File: src/rtl/mv_host_sequencer.sv
// PL-side host for the matrix-vector accelerator: loads x/W BRAMs from a
// stream, clears y, runs the accelerator handshake and streams y back out.
module mv_host_sequencer #(
    parameter int length_M    = 512,
    parameter int length_N    = 32,
    parameter int addr_W_size = 15,
    parameter int addr_x_size = 12,
    parameter int addr_y_size = 12
) (
    input  logic                   clk,
    input  logic                   reset,
    input  logic                   start,
    output logic                   busy,
    output logic                   done,
    input  logic [31:0]            s_data,
    input  logic                   s_valid,
    output logic                   s_ready,
    output logic [31:0]            m_data,
    output logic                   m_valid,
    input  logic                   m_ready,
    output logic [addr_x_size-1:0] bram_addr_x,
    output logic [31:0]            bram_wrdata_x,
    output logic [3:0]             bram_we_x,
    output logic [addr_W_size-1:0] bram_addr_W1,
    output logic [31:0]            bram_wrdata_W1,
    output logic [3:0]             bram_we_W1,
    output logic [addr_W_size-1:0] bram_addr_W2,
    output logic [31:0]            bram_wrdata_W2,
    output logic [3:0]             bram_we_W2,
    output logic [addr_y_size-1:0] bram_addr_y1,
    output logic [31:0]            bram_wrdata_y1,
    output logic [3:0]             bram_we_y1,
    input  logic [31:0]            bram_rddata_y1,
    output logic [addr_y_size-1:0] bram_addr_y2,
    output logic [31:0]            bram_wrdata_y2,
    output logic [3:0]             bram_we_y2,
    input  logic [31:0]            bram_rddata_y2,
    output logic [31:0]            ps_control,
    input  logic [31:0]            pl_status
);

    localparam int HALF = length_M / 2;
    localparam int CW   = $clog2(length_N + 1);
    localparam int GW   = $clog2(length_M + 1);
    localparam int IW   = $clog2(HALF + 1);

    typedef enum logic [3:0] {
        S_IDLE, S_LOAD_X, S_LOAD_W, S_CLEAR_Y, S_RUN,
        S_RELEASE, S_RD_ADDR, S_RD_WAIT, S_RD_OUT, S_DONE
    } state_t;

    state_t state, state_nx;

    logic [CW-1:0] col;
    logic [GW-1:0] row_g;
    logic [IW-1:0] idx;
    logic          rd_bank;

    logic          load_st, accept;
    logic          col_last, g_last, idx_last;
    logic          w_bank;
    logic [GW-1:0] w_row;
    logic [31:0]   w_word;
    logic [addr_W_size-1:0] w_addr;
    logic [addr_x_size-1:0] x_addr;
    logic [addr_y_size-1:0] y_addr;
    logic          unused_status;

    assign unused_status = ^pl_status[31:1];

    assign load_st  = (state == S_LOAD_X) || (state == S_LOAD_W);
    assign accept   = s_valid & load_st;
    assign col_last = col == CW'(length_N - 1);
    assign g_last   = row_g == GW'(length_M - 1);
    assign idx_last = idx == IW'(HALF - 1);

    // Upper half of the global rows lives in the second W bank.
    assign w_bank = row_g >= GW'(HALF);
    assign w_row  = w_bank ? row_g - GW'(HALF) : row_g;
    assign w_word = 32'(w_row) * 32'(length_N) + 32'(col);
    assign w_addr = addr_W_size'({w_word, 2'b00});
    assign x_addr = addr_x_size'({col, 2'b00});
    assign y_addr = addr_y_size'({idx, 2'b00});

    assign s_ready    = load_st;
    assign busy       = state != S_IDLE;
    assign done       = state == S_DONE;
    assign m_valid    = state == S_RD_OUT;
    assign ps_control = {31'd0, state == S_RUN};

    always_ff @(posedge clk) begin
        if (reset) state <= S_IDLE;
        else       state <= state_nx;
    end

    always_comb begin
        state_nx       = state;
        bram_addr_x    = '0;
        bram_wrdata_x  = '0;
        bram_we_x      = '0;
        bram_addr_W1   = '0;
        bram_wrdata_W1 = '0;
        bram_we_W1     = '0;
        bram_addr_W2   = '0;
        bram_wrdata_W2 = '0;
        bram_we_W2     = '0;
        bram_addr_y1   = '0;
        bram_wrdata_y1 = '0;
        bram_we_y1     = '0;
        bram_addr_y2   = '0;
        bram_wrdata_y2 = '0;
        bram_we_y2     = '0;
        unique case (state)
            S_IDLE: if (start) state_nx = S_LOAD_X;
            S_LOAD_X: begin
                bram_addr_x = x_addr;
                if (accept) begin
                    bram_we_x     = 4'hF;
                    bram_wrdata_x = s_data;
                    if (col_last) state_nx = S_LOAD_W;
                end
            end
            S_LOAD_W: begin
                if (w_bank) bram_addr_W2 = w_addr;
                else        bram_addr_W1 = w_addr;
                if (accept) begin
                    if (w_bank) begin
                        bram_we_W2     = 4'hF;
                        bram_wrdata_W2 = s_data;
                    end else begin
                        bram_we_W1     = 4'hF;
                        bram_wrdata_W1 = s_data;
                    end
                    if (col_last && g_last) state_nx = S_CLEAR_Y;
                end
            end
            S_CLEAR_Y: begin
                bram_addr_y1 = y_addr;
                bram_addr_y2 = y_addr;
                bram_we_y1   = 4'hF;
                bram_we_y2   = 4'hF;
                if (idx_last) state_nx = S_RUN;
            end
            S_RUN:     if (pl_status[0]) state_nx = S_RELEASE;
            S_RELEASE: if (!pl_status[0]) state_nx = S_RD_ADDR;
            S_RD_ADDR, S_RD_WAIT: begin
                // Address is held through the wait cycle for the 1-cycle read.
                if (rd_bank) bram_addr_y2 = y_addr;
                else         bram_addr_y1 = y_addr;
                state_nx = (state == S_RD_ADDR) ? S_RD_WAIT : S_RD_OUT;
            end
            S_RD_OUT: begin
                if (m_ready) begin
                    state_nx = (rd_bank && idx_last) ? S_DONE : S_RD_ADDR;
                end
            end
            S_DONE:  state_nx = S_IDLE;
            default: state_nx = S_IDLE;
        endcase
    end

    always_ff @(posedge clk) begin
        if (reset) begin
            col     <= '0;
            row_g   <= '0;
            idx     <= '0;
            rd_bank <= 1'b0;
            m_data  <= '0;
        end else begin
            unique case (state)
                S_IDLE: begin
                    if (start) begin
                        col     <= '0;
                        row_g   <= '0;
                        idx     <= '0;
                        rd_bank <= 1'b0;
                    end
                end
                S_LOAD_X: if (accept) col <= col_last ? '0 : col + CW'(1);
                S_LOAD_W: begin
                    if (accept) begin
                        if (col_last) begin
                            col   <= '0;
                            row_g <= row_g + GW'(1);
                        end else begin
                            col <= col + CW'(1);
                        end
                    end
                end
                S_CLEAR_Y: idx <= idx_last ? '0 : idx + IW'(1);
                S_RD_WAIT: m_data <= rd_bank ? bram_rddata_y2 : bram_rddata_y1;
                S_RD_OUT: begin
                    if (m_ready) begin
                        if (idx_last) begin
                            idx     <= '0;
                            rd_bank <= 1'b1;
                        end else begin
                            idx <= idx + IW'(1);
                        end
                    end
                end
                default: ;
            endcase
        end
    end

endmodule

File: config.mk
export PLATFORM = sky130hd
export DESIGN_NAME = mv_host_sequencer
export DESIGN_NICKNAME = d
export VERILOG_FILES = /design/src/rtl/mv_host_sequencer.sv
export SDC_FILE = /design/constraint.sdc
export NUM_CORES = 1
export LEC_CHECK = 0
export ABC_AREA = 1
export BUFFER_PORTS_ARGS = -buffer_cell sky130_fd_sc_hd__buf_2
export CAP_MARGIN = 20
export CORE_AREA = 2 2 173 175
export CTS_CLUSTER_SIZE = 40
export DETAILED_ROUTE_END_ITERATION = 12
export DIE_AREA = 0 0 175 177
export PLACE_DENSITY = 0.49
export SLEW_MARGIN = 20
export SYNTH_ARGS = -nofsm -noshare
export SYNTH_HDL_FRONTEND = slang
export SYNTH_SLANG_ARGS = --single-unit
File: constraint.sdc
create_clock -name clk -period 1.6 [get_ports clk]
set_clock_uncertainty 0.1 [all_clocks]
set_input_delay 0.08 -clock clk [delete_from_list [all_inputs] [get_ports clk]]
set_output_delay 0.08 -clock clk [all_outputs]
set_load 0.005 [all_outputs]
After elaboration in Yosys (flattened, before gate mapping)
Index checks and enable logic that the tools add are counted.
{ "word_totals": {"out_inout_bits": 314, "elab_cells": 109, "register_bits": 62, "inputBits": 133} }
{ "classes": {"eq_ne": 24, "n_reduce_logical": 16, "n_lt_le_gt_ge": 1, "addsub": 5, "bitwise_logic": 1, "n_mux": 56} }
{ "ops": {"columns": ["op", "count"], "rows": [
  ["two-way mux 32 bit", 9],
  ["two-way mux 4 bit", 20],
  ["two-way mux 15 bit", 4],
  ["one-hot mux 11 bit (2 select lines)", 2],
  ["one-hot mux 4 bit (8 select lines)", 1],
  ["two-way mux 10 bit", 3],
  ["two-way mux 9 bit", 3],
  ["one-hot mux 9 bit (3 select lines)", 1],
  ["two-way mux 11 bit", 2],
  ["one-hot mux 10 bit (2 select lines)", 1],
  ["two-way mux 6 bit", 3],
  ["equality test 4 x 3 -> 1 bit (second input constant)", 4],
  ["two-way mux 8 bit", 2],
  ["inequality test 2 bit (second input constant)", 7],
  ["adder 13 x 6 -> 13 bit", 1],
  ["one-hot mux 6 bit (2 select lines)", 1],
  ["adder 10 x 1 -> 10 bit (second input constant)", 1],
  ["equality test 10 x 9 -> 1 bit (second input constant)", 1],
  ["greater-or-equal comparator 10 x 9 -> 1 bit (second input constant)", 1],
  ["inequality test 2 x 1 -> 1 bit (second input constant)", 5],
  ["adder 9 x 1 -> 9 bit (second input constant)", 1],
  ["equality test 9 x 8 -> 1 bit (second input constant)", 1],
  ["AND reduction 9 bit", 1],
  ["equality test 4 x 2 -> 1 bit (second input constant)", 2],
  ["other kinds (17)", 26]
]} }

Depth between registers and ports, before layout
Gate-level depths: netlist of the first run.
{ "logic_depth": {"depth_word": 5, "ltp_mapped": 12, "depth_no_buf": 11} }

Worst setup path before layout of the first run
Ideal clock, no wire load.
{ "synth_path": {"path_type": "register to register", "from": "register col[0]", "to": "register row_g[9]", "path_stages_with_launch": 10, "required_time_ps": 1372, "slack_ps": 13, "path_buffers": 1, "setup_time_ps": 128, "synth_period_minus_slack_ps": 1587, "arrival_time_ps": 1359, "cell_sequence": "dfxtp_1 -> ha_1 -> nand2_1 -> nor2_1 -> nand2_1 -> o21ai_1 -> nand3_2 -> buf_6 -> a21oi_1 -> nor2_1"} }
{ "synth_via": {"elab_chain_len": 3} }
{ "synth_lines": {"columns": ["item", "line", "rtl"], "rows": [
  ["start: declaration", "54", "logic [CW-1:0] col;"],
  ["start signal: assignment", "179", "S_LOAD_X: if (accept) col <= col_last ? '0 : col + CW'(1);"],
  ["start signal: assignment", "186", "col <= col + CW'(1);"],
  ["equality test 6 x 5 -> 1 bit", "73", "assign col_last = col == CW'(length_N - 1);"],
  ["inequality test 2 bit (no line)", null, null],
  ["AND reduction 4 bit (no line)", null, null],
  ["end signal: assignment", "184", "row_g <= row_g + GW'(1);"],
  ["end: declaration", "55", "logic [GW-1:0] row_g;"]
]} }
Every way passes these cells.
A chain may end at the register's enable or synchronous reset.

Final worst setup path of the first run
{ "layout_path": {"from": "register state[3]", "to": "output bram_wrdata_W2[3]"} }
{ "layout_via": {"elab_chain_len": 5, "word_cells_on_any_way": 6, "classes_between": "eq/ne: 2; mux: 2; bitwise: 1; reduce/logical: 1"} }
{ "layout_lines": {"columns": ["item", "line", "rtl"], "rows": [
  ["start: declaration", "52", "state_t state, state_nx;"],
  ["start signal: assignment", "93", "else state <= state_nx;"],
  ["equality test 4 x 1 -> 1 bit or equality test 4 x 2 -> 1 bit (tied branches)", "71, 113", null],
  ["logical OR 1 bit", "71", "assign load_st = (state == S_LOAD_X) || (state == S_LOAD_W);"],
  ["bitwise AND 1 bit", "72", "assign accept = s_valid & load_st;"],
  ["two-way mux 32 bit", "126", "if (accept) begin"],
  ["two-way mux 32 bit (*)", "113", "unique case (state)"],
  ["end: declaration", "28", "output logic [31:0] bram_wrdata_W2,"]
]} }
Mark *: on every way between the ends. The rest lies on a longest branch, timed or not.

==> results.sh, run 1 <==
export IMPL_period_share_pct=118.6
export IMPL_syn_cell_area_sq_um=5221
export IMPL_setup_ws_ps=-297.8
export IMPL_setup_viol=206
export IMPL_ir_drop_mv=0.5638
export IMPL_clockBufferDepth=2
export IMPL_drt_total_wl_mm=21.67
export IMPL_grt_pass1_wl_mm=31.80
export IMPL_drive_gt1_share_pct=42.56
export IMPL_pre_cts_slack_ps=-63.39
export IMPL_grtUsageTotal_pct=13.02
export IMPL_ys_flop_type="dfxtp_1"
export IMPL_drtIter0Drc=206
export IMPL_yosys_warnings=0
export IMPL_violations="negative setup slack"
export IMPL_grt_max_degree=65
export IMPL_hp_class="in -> reg"
export IMPL_clk_latency_ps=340
export IMPL_crit_fanout=15
export IMPL_area_growth_pct=69.37
export IMPL_ys_seq_elements=62
export IMPL_crit_path_start_kind="register"
export IMPL_max_freq_mhz=526.9
export IMPL_multi_input_area_sq_um=3328
export IMPL_grt_ovfl_total=0
export IMPL_num_nets_final=1397
export IMPL_synth_top_cell_area_share_pct=23.77
export IMPL_status="complete, but fails checks"
export IMPL_synth_edff_count=0
export IMPL_ys_seq_area_share_pct=23.77
export IMPL_worst_ep_required_time_ps=1420
export IMPL_antenna_left=0
export IMPL_first_pass_iters=4
export IMPL_critPathLaunch="state[3]"
export IMPL_cts_sinks=62
export IMPL_clkTransAtPathRegs_ps=60
export IMPL_cts_tree="yes"
export IMPL_crit_path_end_kind="output pin"
export IMPL_async_flop_share_pct=0
export IMPL_wl_per_cell_um=13.09
export IMPL_die_area_sq_um=30980
export IMPL_clockRootBuffer="clkbuf_16"
export IMPL_r2r_start="state[1]"
export IMPL_grt_pass1_vias=6054
export IMPL_core_area_sq_um=29240
export IMPL_cts_max_level=3
export IMPL_initial_core_util_pct=17.85
export IMPL_io_buffers=304
export IMPL_yosys_top_cells_area="dfxtp_1, buf_4, nor2_1"
export IMPL_drc_errors=0
export IMPL_synth_largest_area_cell="dfxtp_1"
export IMPL_seq_area_sq_um=1262
export IMPL_vias=6477
export IMPL_critPathArrivalTime_ps=1720
export IMPL_yosysUniqueCellTypes=36
export IMPL_nFillCells=3183
export IMPL_antenna_found_initial=3
export IMPL_crit_type="reg -> out"
export IMPL_hold_violations=0
export IMPL_maxCapViolCount=0
export IMPL_cts_buffers=9
export IMPL_synth_most_common_cell="nor2_1"
export IMPL_vias_per_cell=3.914
export IMPL_die_x_um=175
export IMPL_avgSynthCellArea_sq_um=6.253
export IMPL_layout_min_cycle_time_ps=1898
export IMPL_num_rows=63
export IMPL_cellLeakagePower_nw=4.729
export IMPL_netlist_instances=835
export IMPL_synth_common_cells="nor2_1, nand2_1, buf_4"
export IMPL_total_power_w=0.006921
export IMPL_die_h_um=177
export IMPL_io_pins=447
export IMPL_hold_start="reset"
export IMPL_rsz0062_at_grt="yes"
export IMPL_post_dp_hpwl_mm=16.16
export IMPL_power_density_nw_per_um2=782.7
export IMPL_drv_slew=0
export IMPL_gp_congestion=0.8623
where the power goes:
part,internal [W],switching [W],total (W)
registers,0.00160,0.0000393,0.00164
clock network,0.00126,0.000842,0.00210
logic,0.00138,0.00180,0.00318
layout make-up:
cell class | count | area share, %
Antenna cell | 1 | 0.02830
Clock buffer | 10 | 2.702
Clock inverter | 6 | 0.7782
Inverter | 82 | 3.608
Multi-Input combinational cell | 634 | 37.63
Sequential cell | 62 | 14.28
Tap cell | 390 | 5.518
Timing Repair Buffer | 470 | 35.46
flip-flops by register name, summed over array words and instances, names as in the netlist:
signal	flops
idx	9
m_data	32
rd_bank	1
col	6
row_g	10
state	4
cell usage in the layout, fill, tap and decap left out, types with 32 or more instances in the layout:
cell type      Yosys  layout
buf_2              7     302
nand2_1          156     142
nor2_1           172     138
conb_1             1     111
buf_4            131      80
inv_1             68      65
dlygate4sd3_1      0      65
dfxtp_1           62      53
o21ai_0           38      36
a31oi_1           32      32
logic make-up (layout without fill, tap and decap cells):
family	after synthesis	after routing	synth area share, %
fa+ha+maj	5	5	1.198
flops	62	62	23.77
compound gates	117	117	13.25
buf+inv	249	568	28.52
other cells	1	112	0.07182
simple gates	386	386	30.67
xor+xnor	15	15	2.516
critical path, cell delays in order (launching register included):
cell and delay, ps:
dfxtp_2 340, nor2_4 180, nand2_4 90, a21oi_2 110, inv_2 60, nor2_4 140
inv_4 70, buf_12 150, nor2_1 90, buf_2 120
worst paths after layout:
kind                            end  slack (ps)  depth (start not counted)
setup / recovery  bram_wrdata_W2[3]        -300                          9
hold / removal             state[2]          60                          3
setup reg to reg             col[3]         -80                         12
hold reg to reg             rd_bank         400                          2
layer usage:
layer / part of all wire [%] / wire length [um] / track usage (%)
met3: 7.8 / 1688 / 4.145
met4: 2.3 / 489 / 3.472
met1: 39 / 8434 / 14.10
met2: 51 / 11060 / 24.32
met5: 0 / 0 / 0
repair_timing:
action	4_1_cts	5_1_grt
endpoints found under the hold margin	33	0
endpoints found under the setup margin	218	232
cloned	1	3
hold buffers	65	0
pin swaps	20	9
gates resized for setup	89	54
setup buffers	18	2
metrics by stage:
step | cell area, sq um | setup TNS [ps] | util (%) | hold slack, ps | cells
floorplan | 5634 | 0 | - | 140.9 | 945
global placement | 7137 | -1186 | 24.40 | 244.9 | 1549
global route | 8843 | -56400 | 30.24 | 100.2 | 1655
finish | 8843 | -31500 | 30.24 | 63.99 | 1655
detailed placement | 7137 | -745.0 | 24.40 | 249.9 | 1549
CTS | 8543 | -36180 | 29.21 | 75.65 | 1649
Note: power is estimated with default switching activity, not from simulation.
==> run 2: changes to the inputs <==
--- a/config.mk
+++ b/config.mk
@@ -6,13 +6,14 @@
 export NUM_CORES = 1
 export LEC_CHECK = 0
 export ABC_AREA = 1
+export ABC_CLOCK_PERIOD_IN_PS = 2300
 export BUFFER_PORTS_ARGS = -buffer_cell sky130_fd_sc_hd__buf_2
 export CAP_MARGIN = 20
 export CORE_AREA = 2 2 173 175
 export CTS_CLUSTER_SIZE = 40
 export DETAILED_ROUTE_END_ITERATION = 12
 export DIE_AREA = 0 0 175 177
-export PLACE_DENSITY = 0.49
+export PLACE_DENSITY = 0.48
 export SLEW_MARGIN = 20
 export SYNTH_ARGS = -nofsm -noshare
 export SYNTH_HDL_FRONTEND = slang
==> constraint.sdc (replaced) <==
create_clock -name clk -period 2.3 [get_ports clk]
set_clock_uncertainty 0.1 [all_clocks]
set_input_delay 0.115 -clock clk [delete_from_list [all_inputs] [get_ports clk]]
set_output_delay 0.115 -clock clk [all_outputs]
set_load 0.005 [all_outputs]
==> run 2 against run 1 <==
- the flow now finishes without violations
- worst setup slack improved by 430 ps
- sequential share of layout area up 2.0 points
- combinational power is 50% lower
- critical path depth shrank 1
- non-clock buffer count down 85
- sequential power down 29%
- clock-buffer cell count stayed put
- routed wire length decreased by 1.9%
- critical path type unchanged
- clock power fell by 25%
- design area decreased by 14%
- critical endpoint is now bram_wrdata_W2[0]
- cell count down 5.2%
==> results.sh, run 2 (synthesis results as in run 1) <==
export IMPL_ir_drop_mv=0.3496
export IMPL_clockBufferDepth=2
export IMPL_initial_core_util_pct=17.85
export IMPL_area_growth_pct=46.39
export IMPL_clkTransAtPathRegs_ps=70
export IMPL_tightest_slew_ps=517.9
export IMPL_drc_errors=0
export IMPL_cpPeakStageDelay_ps=380
export IMPL_grt_pass1_wl_mm=30.43
export IMPL_maxCapViolCount=0
export IMPL_post_route_util_pct=26.14
export IMPL_status="finished clean"
export IMPL_power_density_nw_per_um2=569.3
export IMPL_crit_path_top_delay_cell="dfxtp_1"
export IMPL_grt_ovfl_total=0
export IMPL_num_rows=63
export IMPL_die_area_sq_um=30980
export IMPL_top_register="m_data"
export IMPL_crit_type="reg -> out"
export IMPL_layout_min_cycle_time_ps=2169
export IMPL_vias=6126
export IMPL_hp_class="in -> reg"
export IMPL_largest_register_ffs=32
export IMPL_cellLeakagePower_nw=4.208
export IMPL_slew_headroom_pct=65.47
export IMPL_period_share_pct=94.29
export IMPL_wl_per_cell_um=13.55
export IMPL_worst_ep_required_time_ps=2090
export IMPL_cts_buffers=9
export IMPL_n_antenna_cell=0
export IMPL_first_pass_iters=4
export IMPL_grtUsageTotal_pct=12.71
export IMPL_gp_congestion=0.8213
export IMPL_drv_slew=0
export IMPL_cts_max_level=3
export IMPL_crit_family="simple AND/OR/NAND/NOR gates"
export IMPL_post_dp_hpwl_mm=16.06
export IMPL_max_freq_mhz=461.1
export IMPL_vias_per_cell=3.904
export IMPL_io_pins=447
export IMPL_grt_max_degree=66
export IMPL_antenna_left=0
export IMPL_cts_sinks=62
export IMPL_crit_fanout=32
export IMPL_cts_tree="yes"
export IMPL_io_buffers=304
export IMPL_crit_path_end_kind="output pin"
export IMPL_numPlacedInstances=1484
export IMPL_die_h_um=177
export IMPL_top_regs="m_data x32, row_g x10, idx x9"
export IMPL_final_common_cell="buf_2"
export IMPL_clk_latency_ps=340
export IMPL_timing_hold_ws_ps=27.59
export IMPL_drtIter0Drc=209
export IMPL_crit_path_start_kind="register"
export IMPL_drt_total_wl_mm=21.26
export IMPL_setup_viol=0
export IMPL_grt_pass1_vias=5459
export IMPL_clockRootBuffer="clkbuf_16"
export IMPL_critPathArrivalTime_ps=1950
export IMPL_crit_buf_inv=3
export IMPL_final_setup_tns_ps=0
export IMPL_finalNonFillerCells=1569
export IMPL_die_x_um=175
export IMPL_drive_gt1_share_pct=31.98
export IMPL_timing_critical_path_cells="nor2_4 > nand2_4 > a21oi_2 > inv_4 > nor2_4 > inv_6 > nor2_1 > buf_2"
export IMPL_num_nets_final=1312
export IMPL_crit_top_cell="nor2_4"
export IMPL_antenna_found_initial=3
export IMPL_final_cell_mix="buf_2, nor2_1, nand2_1"
export IMPL_hold_violations=0
export IMPL_core_area_sq_um=29240
export IMPL_rsz0062_at_grt="no"
export IMPL_nFillCells=3358
[run 2: power by group]
part,internal [W],total (W),switching (W)
logic,0.000528,0.00160,0.00107
registers,0.00111,0.00117,0.0000534
clock network,0.000986,0.00158,0.000596
[run 2: path summary, 6_finish.rpt]
check,slack [ps],cells after the start,from,to
hold reg to reg,380,2,idx[8],idx[8]
hold / removal,30,3,bram_rddata_y1[10],m_data[10]
setup / recovery,130,8,state[3],bram_wrdata_W2[0]
setup reg to reg,190,9,state[2],m_data[16]
[run 2: final cells by class]
type	instances	area [sq um]	area share (%)
Sequential cell	62	1247	16.32
Clock inverter	6	92.59	1.211
Timing Repair Buffer	385	2332	30.51
Multi-Input combinational cell	634	2923	38.24
Inverter	82	321.6	4.207
Tap cell	390	488.0	6.384
Clock buffer	10	239.0	3.127
[run 2: metal layers]
| layer | share of wire [%] | up-vias | GRT usage [%] |
|---|---|---|---|
| met5 | 0 | - | 0 |
| met3 | 8.8 | 23 | 3.802 |
| met2 | 48 | 285 | 22.27 |
| met1 | 42 | 2760 | 15.04 |
| met4 | 1.4 | 0 | 3.542 |
| li1 | - | 3058 | - |
[run 2: stage by stage]
step | instance area (sq um) | setup slack [ps] | total power, W
3_5_place_dp | 6586 | 178.8 | 0.002711
4_1_cts | 7567 | 13.79 | 0.004380
3_3_place_gp | 6586 | 178.8 | 0.002705
2_1_floorplan | 5634 | 686.8 | 0.002323
6_report | 7644 | 131.3 | 0.004351
5_1_grt | 7644 | 9.596 | 0.004628
[run 2: what timing repair did]
item | CTS | global route
setup buffers | 0 | 4
gates resized for setup | 5 | 8
endpoints found under the setup margin | 92 | 103
gates cloned | 0 | 1
pin swaps | 0 | 2
hold endpoints to repair | 33 | 0
hold buffers | 64 | 0
[run 2: tightest hold or removal path, cell delays in order]
cell and delay, ps:
buf_2 100, nand2_1 110, a31oi_1 90
